## src/rtl/tx_ring_pkg.sv

```systemverilog
// Shared constants, FSM encoding and header helpers for the TX ring writer.
package tx_ring_pkg;

  localparam int RING_QWORDS = 512;
  localparam int MAX_BYTES   = 4088;

  typedef enum logic [2:0] {
    ST_IDLE,
    ST_CHECK,
    ST_HDR,
    ST_DATA,
    ST_COMMIT
  } state_t;

  // Header qword: byte count in the upper word, lower word reserved as zero.
  function automatic logic [63:0] make_hdr(input logic [12:0] bytes);
    return {19'b0, bytes, 32'b0};
  endfunction

  function automatic logic [10:0] qwords_of(input logic [12:0] bytes);
    logic [13:0] rounded;
    rounded = {1'b0, bytes} + 14'd7;
    return rounded[13:3];
  endfunction

endpackage

```

## src/rtl/tx_ring_writer_arb_rr_arb2.sv

```systemverilog
// Two-request round-robin arbiter; priority flips away from the served port on each strobe.
module rr_arb2 (
  input  logic clk,
  input  logic reset_n,
  input  logic req0,
  input  logic req1,
  input  logic strobe,
  input  logic served,
  output logic win
);

  logic rr;

  // A lone requester wins outright; rr only breaks ties.
  always_comb begin
    if (req0 && req1) win = rr;
    else              win = req1;
  end

  always_ff @(posedge clk or negedge reset_n) begin
    if (!reset_n)    rr <= 1'b0;
    else if (strobe) rr <= ~served;
  end

endmodule

```

## src/rtl/tx_ring_writer_arb.sv

```systemverilog
// Write-side scheduler for the TX frame ring: arbitrates two frame sources, writes
// header and payload into ring memory, then publishes the frame via commited_wr_addr.
module tx_ring_writer_arb
  import tx_ring_pkg::state_t, tx_ring_pkg::ST_IDLE, tx_ring_pkg::ST_CHECK,
         tx_ring_pkg::ST_HDR, tx_ring_pkg::ST_DATA, tx_ring_pkg::ST_COMMIT,
         tx_ring_pkg::make_hdr, tx_ring_pkg::qwords_of;
#(
  parameter int RING_AW   = 9,
  parameter int MAX_BYTES = 4088
) (
  input  logic               clk,
  input  logic               reset_n,
  input  logic               req0,
  input  logic               req1,
  input  logic [12:0]        bytes0,
  input  logic [12:0]        bytes1,
  output logic               grant0,
  output logic               grant1,
  input  logic [63:0]        data0,
  input  logic [63:0]        data1,
  input  logic               valid0,
  input  logic               valid1,
  output logic               done0,
  output logic               done1,
  output logic               err0,
  output logic               err1,
  output logic [RING_AW-1:0] wr_addr,
  output logic [63:0]        wr_data,
  output logic               wr_en,
  output logic [RING_AW:0]   commited_wr_addr,
  input  logic [RING_AW:0]   commited_rd_addr
);

  localparam int SW = RING_AW + 2;
  localparam logic [RING_AW:0] PTR_ONE = 1;

  state_t             state;
  logic               cur_port;
  logic [12:0]        cur_bytes;
  logic [10:0]        cnt;
  logic [RING_AW:0]   wr_ptr;
  logic [RING_AW:0]   used;
  logic [SW-1:0]      need;
  logic               illegal;
  logic               space_ok;
  logic               req0_eff;
  logic               req1_eff;
  logic               win;
  logic               arb_strobe;
  logic               valid_sel;
  logic [63:0]        data_sel;

  // A rejected source still holds req during the err cycle; mask it so it is not re-latched.
  assign req0_eff = req0 & ~err0;
  assign req1_eff = req1 & ~err1;

  assign illegal  = (cur_bytes == 13'd0) || (cur_bytes > 13'(MAX_BYTES));
  assign used     = wr_ptr - commited_rd_addr;
  assign need     = SW'(qwords_of(cur_bytes)) + SW'(1);
  assign space_ok = (SW'(used) + need) <= SW'(1 << RING_AW);

  assign arb_strobe = (state == ST_CHECK) && (illegal || space_ok);
  assign valid_sel  = cur_port ? valid1 : valid0;
  assign data_sel   = cur_port ? data1 : data0;

  rr_arb2 u_arb (
    .clk     (clk),
    .reset_n (reset_n),
    .req0    (req0_eff),
    .req1    (req1_eff),
    .strobe  (arb_strobe),
    .served  (cur_port),
    .win     (win)
  );

  // Outputs are registered on the transition, so the header write and grant are
  // visible during the HDR cycle itself and the source may start payload next cycle.
  always_ff @(posedge clk or negedge reset_n) begin
    if (!reset_n) begin
      state            <= ST_IDLE;
      cur_port         <= 1'b0;
      cur_bytes        <= '0;
      cnt              <= '0;
      wr_ptr           <= '0;
      grant0           <= 1'b0;
      grant1           <= 1'b0;
      done0            <= 1'b0;
      done1            <= 1'b0;
      err0             <= 1'b0;
      err1             <= 1'b0;
      wr_en            <= 1'b0;
      wr_addr          <= '0;
      wr_data          <= '0;
      commited_wr_addr <= '0;
    end else begin
      grant0 <= 1'b0;
      grant1 <= 1'b0;
      done0  <= 1'b0;
      done1  <= 1'b0;
      err0   <= 1'b0;
      err1   <= 1'b0;
      wr_en  <= 1'b0;
      case (state)
        ST_IDLE: begin
          if (req0_eff || req1_eff) begin
            cur_port  <= win;
            cur_bytes <= win ? bytes1 : bytes0;
            state     <= ST_CHECK;
          end
        end
        ST_CHECK: begin
          if (illegal) begin
            err0  <= ~cur_port;
            err1  <= cur_port;
            state <= ST_IDLE;
          end else if (space_ok) begin
            wr_en   <= 1'b1;
            wr_addr <= wr_ptr[RING_AW-1:0];
            wr_data <= make_hdr(cur_bytes);
            grant0  <= ~cur_port;
            grant1  <= cur_port;
            wr_ptr  <= wr_ptr + PTR_ONE;
            cnt     <= qwords_of(cur_bytes);
            state   <= ST_HDR;
          end
        end
        ST_HDR: begin
          state <= ST_DATA;
        end
        ST_DATA: begin
          if (valid_sel) begin
            wr_en   <= 1'b1;
            wr_addr <= wr_ptr[RING_AW-1:0];
            wr_data <= data_sel;
            wr_ptr  <= wr_ptr + PTR_ONE;
            cnt     <= cnt - 11'd1;
            if (cnt == 11'd1) state <= ST_COMMIT;
          end
        end
        ST_COMMIT: begin
          commited_wr_addr <= wr_ptr;
          done0            <= ~cur_port;
          done1            <= cur_port;
          state            <= ST_IDLE;
        end
        default: state <= ST_IDLE;
      endcase
    end
  end

endmodule

```

## config.mk

```make
export PLATFORM = sky130hd
export DESIGN_NAME = tx_ring_writer_arb
export DESIGN_NICKNAME = d
export VERILOG_FILES = /design/src/rtl/tx_ring_pkg.sv /design/src/rtl/tx_ring_writer_arb_rr_arb2.sv /design/src/rtl/tx_ring_writer_arb.sv
export SDC_FILE = /design/constraint.sdc
export NUM_CORES = 1
export LEC_CHECK = 0
export BUFFER_PORTS_ARGS = -buffer_cell sky130_fd_sc_hd__clkbuf_2
export CORE_MARGIN = 2
export CORE_UTILIZATION = 51
export DETAILED_ROUTE_END_ITERATION = 10
export HOLD_SLACK_MARGIN = 0.15
export PLACE_DENSITY_LB_ADDON = 0.3
export SYNTH_ARGS = -nofsm -noshare
export SYNTH_HDL_FRONTEND = slang
export SYNTH_SLANG_ARGS = --single-unit
```

## constraint.sdc

```tcl
create_clock -name clk -period 5.6 [get_ports clk]
set_clock_uncertainty 0.2 [all_clocks]
set_input_delay 0.28 -clock clk [delete_from_list [all_inputs] [get_ports clk]]
set_output_delay 0.28 -clock clk [all_outputs]
set_load 0.01 [all_outputs]
```

==> run summary <==
The run finished with clean final reports. Cell chosen for the clock root: sky130_fd_sc_hd__clkbuf_16. After detailed routing, the average wire length per cell comes to 18.9 um.

The logs give 129 for the total clock sinks and 579 for the number of violations reported at the end of detailed-routing iteration 0. The Yosys step of the flow raised 0 warnings. The die is 126 um tall. The detail route stage leaves a number of antenna-violating nets equal to 0. At the pin with the least slew margin, the transition time is 1.06 ns. Summing the sequential cell areas from Yosys gives 42.8% of the chip area. The congestion estimate from routability-driven global placement came to 0.836. Using the TritonRoute via totals, the vias-per-cell ratio works out to 5.72.

The clock reaches the later pin of the worst-skew pair after 0.41 ns. The shortest period the worst path allows was 5.06 ns. The region available for standard cell placement spans 14,500 um^2. The run gives 0 as the number of antenna violations at the first check in global routing. TritonCTS built the clock tree. The combined area of all synthesized cells came out at 7530 um^2. The synthesis-to-layout area growth came out at 46.1%. Number of instances in the synthesized netlist: 744. Setup repair after global routing left no endpoint under its margin. The async set or reset register ratio after synthesis is 100%, and the total clock buffers created by CTS is 17.

Number of slew-limit violations in the final report: 0. The logs give 7,908 for the via count of the first global-routing pass and 0.672 ns for the worst setup slack after placement. After detailed routing, the total wire length is 25,000 um. Summed over all instances, the cell type with the most area after synthesis is sky130_fd_sc_hd__dfrtp_1.

In the post-synthesis netlist, the biggest area contributors are sky130_fd_sc_hd__dfrtp_1, sky130_fd_sc_hd__mux2i_1, sky130_fd_sc_hd__nand3_1, sky130_fd_sc_hd__mux2_2, sky130_fd_sc_hd__ha_1. Setup slack closes at 0.544 ns. The run gives 937 as the post-synth net total. The repair_antennas step left the layout with diodes totalling 0. Detailed placement ended at an HPWL of 14,600 um. The floorplan has 44 rows.

A synthesized cell averages 10.1 um^2. Clock-pin slew was measured on the worst setup and hold paths at 0.05 ns. The number of synthesized register bits works out to 129. For this run, design rule violations remaining after detail routing come to 0. The number of primary I/O pins is 260. Area enclosed by the die boundary: 15,800 um^2. The tools report the final non-filler cell area as 11,000 um^2. The run gives 40,200 um as the first-pass GRT wire length.

The H-tree generated during clock tree synthesis spans 4 levels. The worst setup path is of the register to register kind. The share of synthesized area in the top cell type comes to 42.8%. The sort of element at the end of the critical path is a register.

The logs give 5.42 nW for the leakage dissipation and 52.0% for the initial cell density of the core. STA puts the critical path data required time at 5.71 ns. The worst supply voltage drop on vdd is 0.327 mV, and the number of setup violations in the final report is 0.

Static timing analysis puts the maximum clock frequency at 198 MHz. The tools report the setup TNS as 0 ns. The post-CTS setup buffer count was 0; the share of the clock period used by the worst path was 90.3%. Setup slack on the worst reg-to-reg path comes out at 0.54 ns. The fraction of final layout cells with drive strength greater than 1 was 31.2%; the non-filler instance count after layout was 1,325. Ranked by instance count, the synthesized netlist is headed by sky130_fd_sc_hd__dfrtp_1, sky130_fd_sc_hd__mux2i_1, sky130_fd_sc_hd__nand3_1.

The worst pin sits at a relative slew slack of 29.3%. Measured along the x axis, the die boundary spans 126 um. The net count of the finished layout is 1,323, and the largest net degree at the start of global routing is 59.

The total via count after detailed routing is 7,577. The tools report the kind of start point of the critical path as a register. Total power divided by cell area: 526 nW/um^2.

The run gives 32.0% as the combined global-route utilization of all metal layers. The number of flops mapped to enable cells by yosys was 0. The cell total after placement is 1,144, and the placement-stage cell area is 8910 um^2. The logs give 0 for the final hold violation count and 60 for the number of different library cells in the post-synthesis netlist. Input and output buffers added on the ports amount to 259. The most common cell in the netlist was sky130_fd_sc_hd__dfrtp_1. The deepest clock path buffer count came out at 2. Global routing finished with a remaining overflow of 0.

The max-capacitance violation count is 0. Most common flop cell mapped by yosys: sky130_fd_sc_hd__dfrtp_1. The type of the most critical hold path was primary input to register. Of all nets on the critical path, the largest fanout is 32.

The run gives 5 as the first-pass detailed-route iteration total. Data arrives at the worst endpoint at 5.17 ns.
-- critical path: stages, from the launching register on --
cell	delay, ns
sky130_fd_sc_hd__dfrtp_1	0.44
sky130_fd_sc_hd__inv_1	0.08
sky130_fd_sc_hd__ha_1	0.21
sky130_fd_sc_hd__fa_1	0.40
sky130_fd_sc_hd__nor2b_1	0.11
sky130_fd_sc_hd__o21ai_0	0.11
sky130_fd_sc_hd__a21boi_0	0.27
sky130_fd_sc_hd__o21a_1	0.16
sky130_fd_sc_hd__nor2_1	0.05
sky130_fd_sc_hd__xnor2_1	0.13
sky130_fd_sc_hd__ha_1	0.26
sky130_fd_sc_hd__or3_1	0.39
sky130_fd_sc_hd__o21ai_1	0.26
sky130_fd_sc_hd__nand4_1	0.13
sky130_fd_sc_hd__o311a_1	0.19
sky130_fd_sc_hd__o21ai_4	0.77
sky130_fd_sc_hd__buf_4	0.46
sky130_fd_sc_hd__nand3_1	0.19
sky130_fd_sc_hd__o31ai_2	0.14
-- sequential cells by signal, indices dropped and copies added (netlist names) --
register and flops:
cur_port 1, cnt 11, wr_en 1, done0 1
u_arb.rr 1, state 3, err1 1, wr_data 64
wr_ptr 10, err0 1, cur_bytes 13, grant1 1
commited_wr_addr 10, done1 1, grant0 1, wr_addr 9
-- cell usage in the layout (no fill, tap or decap), types with 3 or more instances in the layout --
cell type,netlist,layout
sky130_fd_sc_hd__o31ai_1,32,32
sky130_fd_sc_hd__o21ai_0,48,48
sky130_fd_sc_hd__clkinv_2,0,3
sky130_fd_sc_hd__o31ai_2,21,21
sky130_fd_sc_hd__xor2_1,7,7
sky130_fd_sc_hd__buf_4,0,11
sky130_fd_sc_hd__bufinv_16,0,3
sky130_fd_sc_hd__a21oi_1,15,15
sky130_fd_sc_hd__o2bb2ai_1,7,7
sky130_fd_sc_hd__nand2b_1,7,7
sky130_fd_sc_hd__nor3_1,15,15
sky130_fd_sc_hd__nand3_1,66,65
sky130_fd_sc_hd__clkbuf_2,0,258
sky130_fd_sc_hd__xnor2_1,21,21
sky130_fd_sc_hd__o21ai_1,4,3
sky130_fd_sc_hd__and3_1,3,3
sky130_fd_sc_hd__clkbuf_16,0,17
sky130_fd_sc_hd__clkbuf_1,31,4
sky130_fd_sc_hd__nor4_1,6,6
sky130_fd_sc_hd__nor2b_1,4,4
sky130_fd_sc_hd__o211ai_1,4,4
sky130_fd_sc_hd__clkbuf_8,0,3
sky130_fd_sc_hd__a22oi_1,4,4
sky130_fd_sc_hd__nand2_1,51,51
sky130_fd_sc_hd__dlygate4sd3_1,0,151
sky130_fd_sc_hd__a21o_1,3,3
sky130_fd_sc_hd__o22ai_1,6,6
sky130_fd_sc_hd__o21a_1,3,3
sky130_fd_sc_hd__mux2i_1,79,79
sky130_fd_sc_hd__a21boi_0,3,3
sky130_fd_sc_hd__dfrtp_1,129,128
sky130_fd_sc_hd__mux2_1,4,4
sky130_fd_sc_hd__mux2_2,28,28
sky130_fd_sc_hd__nor2_1,29,29
sky130_fd_sc_hd__nand4_1,6,6
sky130_fd_sc_hd__ha_1,22,22
sky130_fd_sc_hd__inv_1,29,28
-- timing repair --
action	in CTS	in global routing
endpoints found under the setup margin	0	0
hold buffers	151	0
gates resized for setup	0	0
endpoints found under the hold margin	125	0
-- final timing paths --
kind | depth (start not counted) | from | to
max | 18 | wr_ptr[0] | wr_data[8]
min | 4 | data1[41] | wr_data[41]
max reg2reg | 18 | wr_ptr[0] | wr_data[8]
min reg2reg | 2 | wr_data[57] | wr_data[57]
max in group asynchronous | 3 | reset_n | cur_port
min in group asynchronous | 2 | reset_n | commited_wr_addr[6]
-- where the power goes --
part | internal (W) | switching [W]
Clock | 0.000728 | 0.000381
Sequential | 0.00128 | 0.000370
Combinational | 0.00132 | 0.00171
Total | 0.00333 | 0.00246
-- cell families after synthesis --
logic type               synth area share, %
multiplexers                            15.3
AND/OR/NAND/NOR                         12.9
adder cells (fa/ha/maj)                 3.92
AO/OA/AOI/OAI                           16.8
XOR/XNOR                                3.25
buffers and inverters                   4.97
flip-flops                              42.8
-- layer usage --
layer  GRT usage (%)  wire length, um  up-vias
met4            16.1             1070        0
met1            39.0             9920     3664
li1                -                -     3494
met3            6.12             1390       88
met2            54.1            12600      331
met5               0                0        -
-- layout make-up --
type	instances	area [um^2]
clock buffers	24	482
clock inverters	6	105
fillers	879	3470
inverters	30	115
multi-input cells	532	3960
flip-flops and latches	129	3230
well taps	184	230
repair buffers	420	2890
-- stage by stage --
stage | hold slack [ns] | total power (W) | utilization (%)
after floorplan | -0.216 | 0.00355 | -
after global placement | 0.145 | 0.00424 | 61.5
after detailed placement | 0.150 | 0.00430 | 61.5
after CTS | 0.158 | 0.00567 | 76.0
after global routing | 0.208 | 0.00615 | 76.0
final | 0.169 | 0.00579 | 76.0
(Power assumes the default switching activity.)
